[src/rtl/ctrl_pkg.sv]
// ---------------------------------------------------------------------------
// ctrl_pkg
// Shared definitions for the multicycle RISC-V control unit:
//   - FSM state encoding (3-bit enum)
//   - instruction class enum plus the opcode -> class decoder
//   - opcode constants for the supported instruction formats
//   - alu_cmd constants driven to the datapath
//   - bit positions inside the datapath alu_flags bus
//   - funct3 codes of the supported conditional branches
// ---------------------------------------------------------------------------
package ctrl_pkg;

  // FSM states. FETCH is the all-zero encoding so that reset lands there.
  typedef enum logic [2:0] {
    S_FETCH  = 3'd0,
    S_DECODE = 3'd1,
    S_EXEC   = 3'd2,
    S_MEM    = 3'd3,
    S_WB     = 3'd4,
    S_HALT   = 3'd5
  } state_t;

  // Instruction classes the sequencer distinguishes.
  typedef enum logic [2:0] {
    C_R      = 3'd0,
    C_I      = 3'd1,
    C_LOAD   = 3'd2,
    C_STORE  = 3'd3,
    C_BRANCH = 3'd4,
    C_NONE   = 3'd5
  } iclass_t;

  // Opcodes (i_mem_data[6:0]).
  localparam logic [6:0] OPC_R      = 7'b0110011;
  localparam logic [6:0] OPC_I      = 7'b0010011;
  localparam logic [6:0] OPC_LOAD   = 7'b0000011;
  localparam logic [6:0] OPC_STORE  = 7'b0100011;
  localparam logic [6:0] OPC_BRANCH = 7'b1100011;

  // ALU command codes understood by the datapath.
  localparam logic [3:0] ALU_R  = 4'b0000;
  localparam logic [3:0] ALU_I  = 4'b0001;
  localparam logic [3:0] ALU_S  = 4'b0010;
  localparam logic [3:0] ALU_SB = 4'b0011;

  // Bit positions inside alu_flags; bit 3 carries nothing.
  localparam int FLAG_ZERO = 0;
  localparam int FLAG_MSB  = 1;
  localparam int FLAG_OVF  = 2;

  // funct3 codes of the branches that can be taken.
  localparam logic [2:0] F3_BEQ = 3'b000;
  localparam logic [2:0] F3_BNE = 3'b001;
  localparam logic [2:0] F3_BLT = 3'b100;
  localparam logic [2:0] F3_BGE = 3'b101;

  // Map an opcode onto its instruction class; anything unknown is C_NONE,
  // which sends the FSM into HALT.
  function automatic iclass_t classify(input logic [6:0] opc);
    iclass_t cls;
    case (opc)
      OPC_R:      cls = C_R;
      OPC_I:      cls = C_I;
      OPC_LOAD:   cls = C_LOAD;
      OPC_STORE:  cls = C_STORE;
      OPC_BRANCH: cls = C_BRANCH;
      default:    cls = C_NONE;
    endcase
    return cls;
  endfunction

endpackage

[src/rtl/branch_cond.sv]
// ---------------------------------------------------------------------------
// branch_cond
// Purely combinational branch resolution for conditional branches.
// Ports:
//   funct3    in  3  branch type (beq/bne/blt/bge, others never taken)
//   alu_flags in  4  bit0 zero, bit1 MSB, bit2 overflow, bit3 unused
//   taken     out 1  high when the branch goes to PC+imm
// ---------------------------------------------------------------------------
module branch_cond
  import ctrl_pkg::*;
(
  input  logic [2:0] funct3,
  input  logic [3:0] alu_flags,
  output logic       taken
);

  logic w_signed_lt;
  logic w_unused_flag;

  // The ALU computes rs1 - rs2; the signed "less than" result is the sign
  // of that difference corrected by the overflow flag.
  assign w_signed_lt   = alu_flags[FLAG_MSB] ^ alu_flags[FLAG_OVF];
  assign w_unused_flag = alu_flags[3];

  // Reserved funct3 values fall through to not-taken so the PC simply
  // advances by 4.
  always_comb begin
    taken = 1'b0;
    case (funct3)
      F3_BEQ:  taken = alu_flags[FLAG_ZERO];
      F3_BNE:  taken = ~alu_flags[FLAG_ZERO];
      F3_BLT:  taken = w_signed_lt;
      F3_BGE:  taken = ~w_signed_lt;
      default: taken = 1'b0;
    endcase
  end

endmodule

[src/rtl/control_unit.sv]
// ---------------------------------------------------------------------------
// control_unit
// Multicycle sequencer for the 64-bit RISC-V datapath fd. Walks one
// instruction at a time through FETCH, DECODE, EXEC, MEM and WB, and parks
// in HALT on an unsupported opcode until reset.
// Ports:
//   clk       in  1      rising-edge clock
//   reset     in  1      synchronous, active-high
//   opcode    in  OPC_W  i_mem_data[6:0]
//   funct3    in  3      i_mem_data[14:12]
//   alu_flags in  4      bit0 zero, bit1 MSB, bit2 overflow, bit3 unused
//   pc_we     out 1      PC load, one pulse in the last cycle of each instr
//   pc_src    out 1      0: PC+4, 1: PC+imm
//   rf_we     out 1      register-file write
//   rf_src    out 1      0: ALU result, 1: data memory
//   d_mem_we  out 1      data-memory write
//   alu_src   out 1      0: register operand, 1: immediate
//   alu_cmd   out 4      ALU operation class
//   halted    out 1      high while parked in HALT
// ---------------------------------------------------------------------------
module control_unit
  import ctrl_pkg::*;
#(
  parameter int OPC_W = 7
) (
  input  logic             clk,
  input  logic             reset,
  input  logic [OPC_W-1:0] opcode,
  input  logic [2:0]       funct3,
  input  logic [3:0]       alu_flags,
  output logic             pc_we,
  output logic             pc_src,
  output logic             rf_we,
  output logic             rf_src,
  output logic             d_mem_we,
  output logic             alu_src,
  output logic [3:0]       alu_cmd,
  output logic             halted
);

  state_t           r_state;
  logic [OPC_W-1:0] r_opcode;
  logic [2:0]       r_funct3;

  iclass_t w_live_class;
  iclass_t w_class;
  logic    w_taken;
  logic    w_datapath_phase;

  // The instruction word is only guaranteed valid during DECODE, so the live
  // opcode decides the DECODE exit while every later state works from the
  // copy latched on that same edge.
  assign w_live_class = classify(opcode[6:0]);
  assign w_class      = classify(r_opcode[6:0]);

  // EXEC, MEM and WB all keep the ALU configured: fd has no pipeline
  // registers, so the address/result must stay stable until it is consumed.
  assign w_datapath_phase = (r_state == S_EXEC) || (r_state == S_MEM) ||
                            (r_state == S_WB);

  branch_cond u_branch_cond (
    .funct3    (r_funct3),
    .alu_flags (alu_flags),
    .taken     (w_taken)
  );

  // State register and latched instruction fields. Reset wins over every
  // transition, including the absorbing HALT state.
  always_ff @(posedge clk) begin
    if (reset) begin
      r_state  <= S_FETCH;
      r_opcode <= '0;
      r_funct3 <= '0;
    end else begin
      case (r_state)
        S_FETCH: r_state <= S_DECODE;
        S_DECODE: begin
          r_opcode <= opcode;
          r_funct3 <= funct3;
          r_state  <= (w_live_class == C_NONE) ? S_HALT : S_EXEC;
        end
        S_EXEC: begin
          case (w_class)
            C_LOAD, C_STORE: r_state <= S_MEM;
            C_BRANCH:        r_state <= S_FETCH;
            default:         r_state <= S_WB;
          endcase
        end
        S_MEM:   r_state <= (w_class == C_LOAD) ? S_WB : S_FETCH;
        S_WB:    r_state <= S_FETCH;
        S_HALT:  r_state <= S_HALT;
        default: r_state <= S_FETCH;
      endcase
    end
  end

  // Moore output decode from the state and latched fields. Everything is
  // forced to its idle value while reset is high so that a reset landing on
  // a WB or MEM cycle cannot let a register or memory write slip through.
  // The branch pc_src is the one path that follows alu_flags directly,
  // because the flags only become valid during EXEC itself.
  always_comb begin
    pc_we    = 1'b0;
    pc_src   = 1'b0;
    rf_we    = 1'b0;
    rf_src   = 1'b0;
    d_mem_we = 1'b0;
    alu_src  = 1'b0;
    alu_cmd  = ALU_R;
    halted   = 1'b0;

    if (!reset) begin
      if (w_datapath_phase) begin
        case (w_class)
          C_I, C_LOAD: begin
            alu_cmd = ALU_I;
            alu_src = 1'b1;
          end
          C_STORE: begin
            alu_cmd = ALU_S;
            alu_src = 1'b1;
          end
          C_BRANCH: alu_cmd = ALU_SB;
          default:  alu_cmd = ALU_R;
        endcase
        rf_src = (w_class == C_LOAD);
      end

      case (r_state)
        S_EXEC: begin
          if (w_class == C_BRANCH) begin
            pc_we  = 1'b1;
            pc_src = w_taken;
          end
        end
        S_MEM: begin
          if (w_class == C_STORE) begin
            d_mem_we = 1'b1;
            pc_we    = 1'b1;
          end
        end
        S_WB: begin
          rf_we = 1'b1;
          pc_we = 1'b1;
        end
        S_HALT:  halted = 1'b1;
        default: ;
      endcase
    end
  end

endmodule

[config.mk]
export PLATFORM = sky130hd
export DESIGN_NAME = control_unit
export DESIGN_NICKNAME = d
export VERILOG_FILES = /design/src/rtl/ctrl_pkg.sv /design/src/rtl/branch_cond.sv /design/src/rtl/control_unit.sv
export SDC_FILE = /design/constraint.sdc
export NUM_CORES = 1
export LEC_CHECK = 0
export ABC_CLOCK_PERIOD_IN_PS = 1900
export CELL_PAD_IN_SITES_DETAIL_PLACEMENT = 0
export CELL_PAD_IN_SITES_GLOBAL_PLACEMENT = 1
export CORE_MARGIN = 3
export CORE_UTILIZATION = 31
export DETAILED_ROUTE_END_ITERATION = 12
export GPL_TIMING_DRIVEN = 0
export HOLD_SLACK_MARGIN = 0.1
export PLACE_DENSITY_LB_ADDON = 0.15
export SYNTH_ARGS = -nofsm -noshare
export SYNTH_HDL_FRONTEND = slang
export SYNTH_SLANG_ARGS = --single-unit
[constraint.sdc]
create_clock -name clk -period 1.9 [get_ports clk]
set_input_delay 0.57 -clock clk [delete_from_list [all_inputs] [get_ports clk]]
set_output_delay 0.57 -clock clk [all_outputs]
set_load 0.03 [all_outputs]
# Yosys cells after proc, flatten, opt, wreduce, memory -nomap -nowiden
# Index checks and enable logic that the tools add are counted.
totals:
  register_bits: 13
  latchBits: 0
  ram_bits: 0
  rom_bits: 0
  input_bits: 16
  out_inout_bits: 11
  word_cells: 64
  n_memories: 0
classes:
  addsub: 0
  n_mul: 0
  n_div: 0
  order_cmp: 0
  n_eq_ne: 23
  n_shift: 0
  muxes: 28
  bitwise: 3
  n_reduce_logical: 7
ops:
  columns: ["cell", "count"]
  rows:
  - ["$pmux 3 s5", 3]
  - ["$eq 7x6->1 const B", 4]
  - ["$eq 3x3->1 const B", 6]
  - ["$mux 1", 17]
  - ["$eq 7x2->1 const B", 2]
  - ["$eq 7x5->1 const B", 2]
  - ["$eq 7x7->1 const B", 2]
  - ["$eq 3x2->1 const B", 4]
  - ["$eq 3x1->1 const B", 3]
  - ["$logic_not 3->1", 2]
  - ["$mux 3", 2]
  - ["$pmux 2 s3", 1]
  - ["$pmux 3 s2", 1]
  - ["$mux 2", 2]
  - ["$pmux 1 s4", 1]
  - ["$reduce_or 2->1", 2]
  - ["$pmux 1 s3", 1]
  - ["$reduce_or 3->1", 1]
  - ["$logic_or 1x1->1", 2]
  - ["$not 1->1", 2]
  - ["$xor 1x1->1", 1]

# Depth between registers and ports, before layout
depth:
  depth_word: 7
  ltp_mapped: 6

# By module
# From an unflattened synthesis, not the netlist that was laid out.
hier_totals:
  cells_unflattened: 88
  hier_area_um2: 757.0
by_module_without_submodules:
  columns: ["mod", "instances", "cells_each", "area_per_inst_um2", "seq_area_each_um2"]
  rows:
  - ["control_unit", 1, 81, 709.4, 260.2]
  - ["branch_cond", 1, 7, 47.5, 0.0]

# Worst setup path before layout
# OpenSTA, ideal clock, no wires.
synth_path:
  path_kind: "input to output"
  start: "input port reset"
  end: "output port alu_src"
  arrival_time_ps: 2326
  slack_ps: -996
  cell_stages: 2
  cell_sequence: "o21bai_1 > a2111oi_0"
synth_via:
  elab_chain_len: 1
synth_lines:
  columns: ["item", "line_no", "source"]
  rows:
  - ["start: declaration", "control_unit.sv:27", "input logic reset,"]
  - ["$mux 1", "control_unit.sv:112", "if (!reset) begin"]
  - ["end: declaration", "control_unit.sv:36", "output logic alu_src,"]
# Every way passes these cells.

# Worst setup path in the final report
layout_path:
  start: "register r_state[2]"
  end: "output port pc_we"
layout_via:
  elab_chain_len: 3
layout_lines:
  columns: ["item", "line_no", "source"]
  rows:
  - ["start: declaration", "control_unit.sv:41", "state_t r_state;"]
  - ["start signal: assignment", "control_unit.sv:80", "r_state <= (w_live_class == C_NONE) ? S_HALT : S_EXEC;"]
  - ["start signal: assignment", "control_unit.sv:89", "S_MEM: r_state <= (w_class == C_LOAD) ? S_WB : S_FETCH;"]
  - ["$eq 3x3->1 or $eq 3x2->1 (tied branches)", "control_unit.sv:129", "case (r_state)"]
  - ["$pmux 1 s3 (*)", "control_unit.sv:129", null]
  - ["$mux 1 (*)", "control_unit.sv:112", null]
  - ["end: declaration", "control_unit.sv:31", "output logic pc_we,"]
# Mark *: on every way between the ends. The rest lies on a longest branch, timed or not.

==> impl_results.md <==
* CP cell instances: and2b_2 > nand3_2 > or3_4 > a221oi_4 > buf_6
* Core Util, Final at 0.568
* Reg-to-reg setup timing slack at 230 ps
* Ant. Diodes at 0
* 1st-pass router iterations at 4
* Via-to-Cell Ratio at 4.96
* RR Startpoint: r_state[0]
* Reg2Reg Capture Point: r_opcode[3]
* Final Worst Setup Slack at -368 ps
* Kind of critical path: reg -> out
* Initial Util at 0.339
* Post-synth top area share at 0.338
* Nets@finish at 148
* Die Area at 0.00312 mm²
* Row count at 17
* Final std cells w/o fill at 159
* Critical path launch point type: flip-flop
* Yosys warning count at 0
* Leak at 0.517 nW
* #FFs+latches synth at 13
* Finish-stage setup viols at 7
* Gr ovfl total at 0
* Root buffer cell: clkbuf_4
* Gr usage total at 0.133
* Logic pwr share at 0.299
* Worst setup EP type: output port
* Register area share after synthesis at 0.338
* Tcrit/Tclk final at 1.19
* Routed wire length at 2030 µm
* Gpl congestion at 0.707
* Sw Pwr at 0.218 mW
* Pwr dens at 537 mW/mm²
* Violated checks: negative setup slack
* Power share of the clock group at 0.257
* Final Hold Fails at 0
* Total power at 0.695 mW
* Initial antenna violation count at 0
* Crit path max-delay cell type: dfxtp_4
* Slew Viols, Final at 0
* I/O Buffers at 23
* Unique masters post-synth at 34
* Critical path arrival at 1700 ps
* H-tree Lvls at 1
* Inserted Clock Buffers at 3
* Switching share of total power at 0.314
* Min-Delay Startpoint: r_opcode[2]
* Cells on worst reg2reg path at 7
* Antenna-violating nets left at 0
* Fill cell count at 219
* Commonest register cell after synthesis: dfxtp_1
* Max_cap viols at 0
* Number of global-route vias before repair at 742
* Layout cells sized above 1 at 0.420
* Synth area leaders: dfxtp_1 34%, mux2i_1 13%, nor2_1 10%
* Ports at 27
* Sequential share of power at 0.444
* Post-Place Cells at 144
* Via count at 788
* Most frequent cell after synthesis: nor2_1
* Worst-path clk slew at 90 ps
* Worst-Skew Late Latency at 290 ps
* Area Growth Syn to Fin at 67.9%
* Async S/R FF share, synth at 0
* Clk_skew at 5.92 ps
* Worst ir drop on vdd at 0.000522 V
* Hold endpoint: r_opcode[2]
* Required @ worst endpoint at 1330 ps
* CTS Buffer Depth at 2
* Fmax at 441 MHz
* Largest net degree at the start of global routing at 11
* Worst setup path start: r_state[2]
* Clk sink count at 13
* Die Wd at 55.9 µm
* Cell count of the worst hold path at 2
* Top cells by count, synth: 21 x nor2_1, 13 x dfxtp_1, 10 x mux2i_1
* Unrepaired setup endpoints after global routing: yes
* Status: complete, but fails checks
* Core area at 0.00228 mm²
* Initial drt markers at 9
* Hold Path Class: reg -> reg
* Mapped Area at 771 µm²
* Final hold slack at 489 ps
* Post-synth EDFFs at 0
* CTS tree: yes
* Int Power at 0.476 mW
* Drt drc at 0
* Synth area leader: dfxtp_1
* Mapped Cells at 92
* WL per Instance at 12.8 µm
* First-pass GRT wire length at 3350 µm
* Hpwl dp at 1370 µm
* Final min period at 2270 ps
* CP Max Fanout at 2
* Die Ht at 55.9 µm
* Critical Path Max Stage Delay at 350 ps
* Mean Syn Cell Area at 8.38 µm²
==> worst max-delay path by stage <==
stage               cells past startpoint  endpoint
floorplan                               4     pc_we
global placement                        4   alu_src
detailed placement                      4   alu_src
CTS                                     4     pc_we
global route                            5     pc_we
finish                                  5     pc_we
==> cell families after synthesis <==
family	share of synthesized area
AOI/OAI and AO/OA	0.119
buffers and inverters	0.0812
muxes	0.130
xor gates and xnor gates	0.0227
other	0.00487
and+or+nand+nor	0.305
DFF	0.338
==> area by class of cell <==
class                      count  area [µm²]  area share
timing repair buffer          34         305       0.236
inverter                       1        7.51     0.00580
sequential                    13         267       0.206
clock buffer                   3        22.5      0.0174
tap                           28        35.0      0.0271
clock inverter                 1        5.00     0.00387
buffer                         8        66.3      0.0513
multi-input combinational     71         586       0.453
==> what timing repair did <==
| action | in CTS | in global routing |
|---|---|---|
| pin swaps | 9 | 7 |
| resized for setup | 76 | 10 |
| hold buffers | 0 | 0 |
| buffers inserted | 7 | 4 |
| setup endpoints to repair | 10 | 10 |
| gates cloned | 0 | 0 |
==> placed cells by master (no fill, tap or decap), drive strengths merged, types with 2 or more instances in the layout <==
cell type      Yosys  layout
a221oi             2       2
nor3               6       6
or3                3       3
buf                3      23
clkdlybuf4s15      0       2
clkdlybuf4s50      0       8
nor2              21      21
nand2              3       3
dfxtp             13      13
clkbuf             5       9
nand2b             3       3
dlygate4sd2        0       2
nand3              3       3
mux2i             10      10
conb               1       2
==> power groups by stage <==
stage               sequential [mW]  combinational, mW  clock, mW
floorplan                     0.313              0.127          0
global placement              0.316              0.178          0
detailed placement            0.317              0.182          0
CTS                           0.308              0.198      0.183
global route                  0.311              0.226      0.196
finish                        0.309              0.208      0.178
==> per-layer routing <==
layer,global-route usage,vias up,part of all wire
met2,0.226,28,0.48
met3,0.0418,5,0.074
met1,0.155,354,0.43
met4,0.0475,0,0.012
li1,-,401,-
met5,0,-,0
==> metrics by stage <==
step / TNS, ps / instance area [µm²] / worst slack, ps
6_report: -1800 / 1290 / -368
5_1_grt: -2410 / 1290 / -437
4_1_cts: -1500 / 1240 / -361
3_5_place_dp: -8390 / 1130 / -1030
3_3_place_gp: -8400 / 1130 / -1030
2_1_floorplan: -208 / 865 / -79.5
==> state kept, by name (all words and copies together), names as in the netlist <==
name	count
r_funct3	3
r_opcode	7
r_state	3
==> critical path, delay by kind of cell, from the launching register on <==
family	cells	cell delay (ps)
DFF	1	350
AOI/OAI and AO/OA	1	240
and+or+nand+nor	3	660
buffers and inverters	1	160
Note: power is estimated with default switching activity, not from simulation.
